### config.mk
export PLATFORM = sky130hd
export DESIGN_NAME = i8088_axil_regs
export DESIGN_NICKNAME = d
export VERILOG_FILES = /design/src/rtl/i8088_axil_regs.sv
export SDC_FILE = /design/constraint.sdc
export NUM_CORES = 1
export LEC_CHECK = 0
export CAP_MARGIN = 10
export CORE_UTILIZATION = 45
export CTS_BUF_LIST = sky130_fd_sc_hd__clkbuf_2 sky130_fd_sc_hd__clkbuf_4 sky130_fd_sc_hd__clkbuf_8
export DETAILED_ROUTE_END_ITERATION = 6
export GPL_TIMING_DRIVEN = 1
export HOLD_SLACK_MARGIN = 0.02
export PLACE_DENSITY = 0.63
export SLEW_MARGIN = 10
export SYNTH_ARGS = -nofsm -noshare
export SYNTH_HDL_FRONTEND = slang
export SYNTH_SLANG_ARGS = --single-unit
export TNS_END_PERCENT = 1
### constraint.sdc
create_clock -name AXI_CLK -period 3.9 [get_ports AXI_CLK]
set_input_delay 0.585 -clock AXI_CLK [delete_from_list [all_inputs] [get_ports AXI_CLK]]
set_output_delay 0.585 -clock AXI_CLK [all_outputs]
set_load 0.01 [all_outputs]
### src/rtl/i8088_axil_regs.sv
`timescale 1ns/1ps
// i8088_axil_regs: AXI4-Lite register window behind the 8088 bus bridge.
// Scratch, ID, free-running TICK and OKAY-write counter; every access is answered.
module i8088_axil_regs #(
  parameter int                    ADDR_WIDTH = 32,
  parameter logic [ADDR_WIDTH-1:0] BASE_ADDR  = 32'h0000_1000,
  parameter logic [31:0]           ID_VALUE   = 32'h8088_0001
) (
  input  logic                  AXI_CLK,
  input  logic                  RESET,
  input  logic [ADDR_WIDTH-1:0] AXI_awaddr,
  input  logic [2:0]            AXI_awprot,
  input  logic                  AXI_awvalid,
  output logic                  AXI_awready,
  input  logic [31:0]           AXI_wdata,
  input  logic [3:0]            AXI_wstrb,
  input  logic                  AXI_wvalid,
  output logic                  AXI_wready,
  output logic [1:0]            AXI_bresp,
  output logic                  AXI_bvalid,
  input  logic                  AXI_bready,
  input  logic [ADDR_WIDTH-1:0] AXI_araddr,
  input  logic [2:0]            AXI_arprot,
  input  logic                  AXI_arvalid,
  output logic                  AXI_arready,
  output logic [31:0]           AXI_rdata,
  output logic [1:0]            AXI_rresp,
  output logic                  AXI_rvalid,
  input  logic                  AXI_rready
);

  localparam logic [1:0] RESP_OKAY   = 2'b00;
  localparam logic [1:0] RESP_SLVERR = 2'b10;
  localparam logic [1:0] RESP_DECERR = 2'b11;
  localparam logic [5:0] SEL_ID      = 6'h08;
  localparam logic [5:0] SEL_TICK    = 6'h09;
  localparam logic [5:0] SEL_WRCNT   = 6'h0A;

  logic                  aw_held;
  logic                  w_held;
  logic [ADDR_WIDTH-1:0] aw_addr_p0;
  logic [31:0]           w_data_p0;
  logic [3:0]            w_strb_p0;

  logic                  bvld_p1;
  logic [1:0]            bresp_p1;
  logic                  rvld_p1;
  logic [1:0]            rresp_p1;
  logic [31:0]           rdata_p1;

  logic [31:0]           scratch [8];
  logic [31:0]           tick;
  logic [15:0]           wrcnt;

  logic                  aw_hs;
  logic                  w_hs;
  logic                  ar_hs;
  logic                  commit;
  logic [ADDR_WIDTH-1:0] wr_addr;
  logic [31:0]           wr_data;
  logic [3:0]            wr_strb;
  logic [1:0]            wr_resp;
  logic [5:0]            ar_sel;
  logic [31:0]           rd_word;
  logic [1:0]            rd_resp;
  logic                  unused_bits;

  function automatic logic in_window(input logic [ADDR_WIDTH-1:0] a);
    return a[ADDR_WIDTH-1:8] == BASE_ADDR[ADDR_WIDTH-1:8];
  endfunction

  // Only the eight SCRATCH words (offsets 0x00-0x1C) are writable.
  function automatic logic [1:0] wr_resp_of(input logic [ADDR_WIDTH-1:0] a);
    if (!in_window(a)) return RESP_DECERR;
    if (a[7:5] == 3'd0) return RESP_OKAY;
    return RESP_SLVERR;
  endfunction

  assign AXI_awready = !RESET && !aw_held && !bvld_p1;
  assign AXI_wready  = !RESET && !w_held && !bvld_p1;
  assign AXI_arready = !RESET && !rvld_p1;

  assign aw_hs = AXI_awvalid && AXI_awready;
  assign w_hs  = AXI_wvalid && AXI_wready;
  assign ar_hs = AXI_arvalid && AXI_arready;

  // A channel arriving this cycle is used directly so commit needs no extra cycle.
  assign commit  = (aw_held || aw_hs) && (w_held || w_hs) && !bvld_p1;
  assign wr_addr = aw_held ? aw_addr_p0 : AXI_awaddr;
  assign wr_data = w_held ? w_data_p0 : AXI_wdata;
  assign wr_strb = w_held ? w_strb_p0 : AXI_wstrb;
  assign wr_resp = wr_resp_of(wr_addr);

  assign ar_sel = AXI_araddr[7:2];

  assign unused_bits = ^{AXI_awprot, AXI_arprot, AXI_araddr[1:0], wr_addr[1:0]};

  always_comb begin
    rd_word = '0;
    rd_resp = RESP_OKAY;
    if (!in_window(AXI_araddr)) begin
      rd_resp = RESP_DECERR;
    end else if (ar_sel[5:3] == 3'd0) begin
      rd_word = scratch[ar_sel[2:0]];
    end else begin
      case (ar_sel)
        SEL_ID:    rd_word = ID_VALUE;
        SEL_TICK:  rd_word = tick;
        SEL_WRCNT: rd_word = {16'h0000, wrcnt};
        default:   rd_word = '0;
      endcase
    end
  end

  // p0 -> p1: AW/W holding registers feed the commit and B response
  always_ff @(posedge AXI_CLK) begin
    if (RESET) begin
      aw_held    <= 1'b0;
      w_held     <= 1'b0;
      aw_addr_p0 <= '0;
      w_data_p0  <= '0;
      w_strb_p0  <= '0;
      bvld_p1    <= 1'b0;
      bresp_p1   <= RESP_OKAY;
      wrcnt      <= '0;
      for (int i = 0; i < 8; i++) scratch[i] <= '0;
    end else if (commit) begin
      aw_held  <= 1'b0;
      w_held   <= 1'b0;
      bvld_p1  <= 1'b1;
      bresp_p1 <= wr_resp;
      if (wr_resp == RESP_OKAY) begin
        for (int b = 0; b < 4; b++) begin
          if (wr_strb[b]) scratch[wr_addr[4:2]][8*b +: 8] <= wr_data[8*b +: 8];
        end
        wrcnt <= wrcnt + 16'd1;
      end
    end else begin
      if (aw_hs) begin
        aw_held    <= 1'b1;
        aw_addr_p0 <= AXI_awaddr;
      end
      if (w_hs) begin
        w_held    <= 1'b1;
        w_data_p0 <= AXI_wdata;
        w_strb_p0 <= AXI_wstrb;
      end
      if (bvld_p1 && AXI_bready) bvld_p1 <= 1'b0;
    end
  end

  // AR -> p1: read data sampled from pre-edge register state
  always_ff @(posedge AXI_CLK) begin
    if (RESET) begin
      rvld_p1  <= 1'b0;
      rresp_p1 <= RESP_OKAY;
      rdata_p1 <= '0;
    end else if (ar_hs) begin
      rvld_p1  <= 1'b1;
      rresp_p1 <= rd_resp;
      rdata_p1 <= rd_word;
    end else if (rvld_p1 && AXI_rready) begin
      rvld_p1 <= 1'b0;
    end
  end

  always_ff @(posedge AXI_CLK) begin
    if (RESET) tick <= '0;
    else       tick <= tick + 32'd1;
  end

  assign AXI_bvalid = bvld_p1;
  assign AXI_bresp  = bresp_p1;
  assign AXI_rvalid = rvld_p1;
  assign AXI_rresp  = rresp_p1;
  assign AXI_rdata  = rdata_p1;

endmodule

After elaboration in Yosys (flattened, before gate mapping). Memory sizes are Yosys's and may differ from the RTL's. Index checks and enable logic that the tools add are counted.

Input port bits: 113. Memories kept: 1. Register bits: 156. Word-level logic and storage cells: 92. Bits in writable memories: 256.

Memories: scratch (depth 8, width 32, rd ports 1, clocked after Yosys merged registers in 0, wr ports 8, line 51) `logic [31:0] scratch [8];`.

Mux-type cells: 42. Reductions and logical operators: 29. Bitwise logic cells: 1. Eq/ne operators: 5. Add/sub/neg operators: 2.

Operators by type and width (number): 32-bit two-way mux (5); 32-bit case mux with 3 select lines (1); 24-bit by 5-bit equality test with 1-bit output (second input constant) (2); 32-bit by 1-bit adder with 32-bit output (second input constant) (1); 32-bit OR reduction (1); 1-bit two-way mux (28); 6-bit by 4-bit equality test with 1-bit output (second input constant) (3); 16-bit by 1-bit adder with 16-bit output (second input constant) (1); 1-bit logical AND (12); 2-bit two-way mux (5); 4-bit two-way mux (2); 3-bit zero test (2); 2-bit AND reduction (3); 1-bit zero test (5); 2-bit nonzero test (2); 3-bit two-way mux (1); 2-bit zero test (1); 1-bit logical OR (2); 2-bit OR reduction (1); 1-bit inverter (1).

Logic depth before layout (Yosys ltp).
Depth in word-level cells: 13. Mapped depth: 9.

Least setup slack after synthesis. No wires, ideal clock.

Path type: in2reg. From: input AXI_awaddr[31]. To: memory scratch[0][0], enable pin. Slack: 0.903 ns. Arrival time: 2.610 ns. Stages: 7. Buffers on the path: 2. Cells stage by stage: nor4_1 nand4_1 nor4_2 o2111ai_2 buf_2 clkbuf_1 o31ai_1.

RTL lines: start: declaration (line 11) `input logic [ADDR_WIDTH-1:0] AXI_awaddr,`; end: declaration (line 51).

==> metrics.md <==
| Metric | Value |
|---|---|
| Status | `complete, no violations` |
| Clk buf depth | `3` |
| Post-Syn Area | `18100 µm²` |
| Gpl congestion | `~0.83` |
| Share of layout cells above drive strength 1 | `approximately 14%` |
| Via count of the routed design | `13300` |
| Root buffer cell | `clkbuf_8` |
| Antenna-violating nets left | `0` |
| Synth Net Count | `around 1700` |
| Core area | `~40000 µm²` |
| GRT Util Overall | `a little under a quarter` |
| Fin worst setup slack | `between 700 and 800 ps` |
| Top post-synthesis cells by area | `edfxtp_1 (42%), dfxtp_1 (17%), mux4_2 (6.3%)` |
| Largest net degree at the start of global routing | `80` |
| Sequential cell area fraction in the yosys report | `59.4%` |
| WS Path Type | `register to register` |
| Maximum vdd drop | `roughly 0.23 mV` |
| Global route total overflow | `0` |
| Crit-path max FO | `between 70 and 80` |
| Commonest cells after routing, fill and taps aside | `edfxtp_1 (256), nand2_1 (248), nor2_1 (245), dfxtp_1 (152), clkdlybuf4s50_1 (139)` |
| Yosys reg bits | `roughly 410` |
| Fin. Hold Viols | `0` |
| Rows | `between 70 and 80` |
| Die Ht | `~200 µm` |
| CP required | `4140 ps` |
| Total power | `roughly 9.5 mW` |
| Starting Density | `a little under half` |
| Vias per std cell | `between 5 and 6` |
| DRC viols | `0` |
| Syn Area/Cell | `11.1 µm²` |
| R2r setup slk | `760 ps` |
| Worst-path cell chain | `nor4b_1, nand4_1, nor4_2, o2111ai_4, buf_12, or3_1, nand2_1` |
| R2R Path Start | `aw_held` |
| Leak pwr | `7.53 nW` |
| Most common cell after layout, fill and taps aside | `edfxtp_1` |
| CP peak stage delay | `between 500 and 600 ps` |
| Pwr per Cell Area | `between 400 and 500 nW/µm²` |
| Layout Nets | `roughly 1900` |
| Port Buffers | `roughly 140` |
| Hold Slack | `around 410 ps` |
| Hold crit path type | `input pin to register` |
| Setup Skew | `22.9 ps` |
| # IOs | `around 150` |
| Ys async rst share | `0%` |
| Worst-skew pair later-pin latency | `just over 600 ps` |
| Post-synth top area share | `a little over two fifths` |
| Die ar. | `just over 40000 µm²` |
| CTS tree | `built` |
| EDFF count, synth | `about 260` |
| Max Cap Viol | `0` |
| First-pass GRT wire length | `between 70 and 80 mm` |
| Hold EP | `AXI_rdata[17]` |
| Startpoint type of the worst setup path | `register` |
| Antenna violations before repair | `0` |
| Area leader, netlist | `edfxtp_1` |
| Worst R2R Path Depth | `7` |
| # Post-CTS Setup Buffers | `0` |
| Final TNS setup | `0 ps` |
| Hold_buf cts | `0` |
| Syn Inst Count | `between 1500 and 2000` |
| Vias in the first global route | `between 10000 and 15000` |
| Min-delay src | `RESET` |
| Slew HR | `between 20% and 30%` |
| Worst-Margin Slew | `about 1100 ps` |
| Yosys cell types | `50` |
| Post-layout util | `between 50% and 60%` |
| Min Tclk post-route | `roughly 3100 ps` |
| Fillers | `roughly 3500` |
| Fmax | `around 320 MHz` |
| Pins Over Slew Limit | `0` |
| Final WL | `between 40 and 50 mm` |
| CP max-delay cell | `dfxtp_1` |
| 1st-iter DRT viols | `approximately 1200` |
| Non-filler instance count after layout | `roughly 2400` |
| Worst r2r dst | `scratch[1][16]` |
| Pre-CTS setup slack | `around 370 ps` |
| RSZ-0062 raised after global routing | `false` |
| Synth Warn # | `0` |
| Router iterations before antenna repair | `5` |
| P&R area growth vs syn | `20.1%` |
| H-tree levels | `3` |
| CP Capture Type | `register` |
| DP HPWL | `about 32 mm` |
| Tcrit/Tclk final | `between 80% and 90%` |
| Placed cells | `roughly 2200` |
| Clock-pin transition on the worst setup and hold timing paths | `roughly 60 ps` |
| Die Wd | `roughly 200 µm` |
| Worst Path Arrival | `3380 ps` |
| Cts bufs inserted | `70` |
| Final setup vio count | `0` |
| Post-CTS Resized | `0` |
| Most used DFF post-synth | `edfxtp_1` |
| WL per Instance | `approximately 20 µm` |
| Antenna Cells | `0` |
| Dpl cell area | `about 20000 µm²` |
| Fin area | `between 20000 and 25000 µm²` |
| CTS Sinks | `409` |
| WHS Path Cells | `2` |
## registers in the layout, indices dropped and copies added (netlist names)
signal / flops
AXI_bresp: 2
AXI_bvalid: 1
AXI_rdata: 32
AXI_rresp: 1
AXI_rvalid: 1
aw_addr_p0: 30
aw_held: 1
scratch: 256
tick: 32
w_data_p0: 32
w_held: 1
w_strb_p0: 4
wrcnt: 16
## area by class of cell
class | count | area, µm² | area share, %
Tap cell | 525 | 657 | 3.02
Multi-Input combinational cell | 1080 | 6820 | 31.3
Sequential cell | 409 | 10800 | 49.4
Clock inverter | 23 | 134 | 0.616
Timing Repair Buffer | 218 | 2040 | 9.40
Inverter | 12 | 45.0 | 0.207
Clock buffer | 106 | 1300 | 5.96
## synth_stat cells (all sizes together), types with 2 or more instances
| cell | count |
|---|---|
| edfxtp | 256 |
| nand2 | 248 |
| nor2 | 245 |
| dfxtp | 153 |
| a21oi | 106 |
| mux2i | 83 |
| nor4 | 82 |
| clkbuf | 81 |
| mux4 | 51 |
| buf | 49 |
| nand3 | 42 |
| or3 | 32 |
| a22oi | 26 |
| a221o | 16 |
| nor3 | 16 |
| o211ai | 15 |
| xor2 | 15 |
| o31ai | 14 |
| inv | 12 |
| xnor2 | 12 |
| o21ai | 10 |
| nand4 | 9 |
| nor2b | 7 |
| or4 | 7 |
| and3 | 5 |
| and4 | 4 |
| a21o | 3 |
| mux2 | 3 |
| nand2b | 3 |
| or4b | 3 |
| and2 | 2 |
| ha | 2 |
| nor3b | 2 |
| nor4b | 2 |
| o22ai | 2 |
| o31a | 2 |
| o32ai | 2 |
| or2 | 2 |
## worst max-delay path, delay by kind of cell, from the launching register on
kind	cells	cell delay (ps)
AND/OR/NAND/NOR	5	1750
flip-flops	1	560
buffers and inverters	1	250
AO/OA/AOI/OAI	1	160
## worst max path at each step
stage,from,to,slack [ps],cells past startpoint
after global routing,aw_held,scratch[1][16],580,7
final,aw_held,scratch[1][16],760,7
after detailed placement,AXI_awaddr[20],scratch[7][28],370,9
after global placement,AXI_awaddr[20],scratch[7][25],320,9
after CTS,aw_held,scratch[1][16],790,7
after floorplan,AXI_awaddr[31],scratch[0][0],900,7
## power breakdown
part	switching (mW)	internal [mW]
Sequential	0.0525	4.71
Clock	1.73	2.19
Combinational	0.522	0.325
## per-layer routing
metal | share of wire, % | vias up | global-route usage (%)
li1 | - | 6284 | -
met1 | 43 | 6478 | 31.4
met2 | 48 | 499 | 38.0
met3 | 7.5 | 51 | 4.94
met4 | 1.6 | 0 | 7.30
met5 | 0 | - | 0
## logic make-up (layout without fill, tap and decap cells)
kind of cell | Yosys count | count (layout) | synth area share [%]
and+or+nand+nor | 712 | 712 | 17.7
DFF | 409 | 409 | 59.4
AOI/OAI and AO/OA | 202 | 202 | 7.12
buffers and inverters | 142 | 359 | 3.22
muxes | 137 | 137 | 11.1
xor gates and xnor gates | 27 | 27 | 1.31
adders and majority gates | 2 | 2 | 0.138
Note: power is estimated with default switching activity, not from simulation.
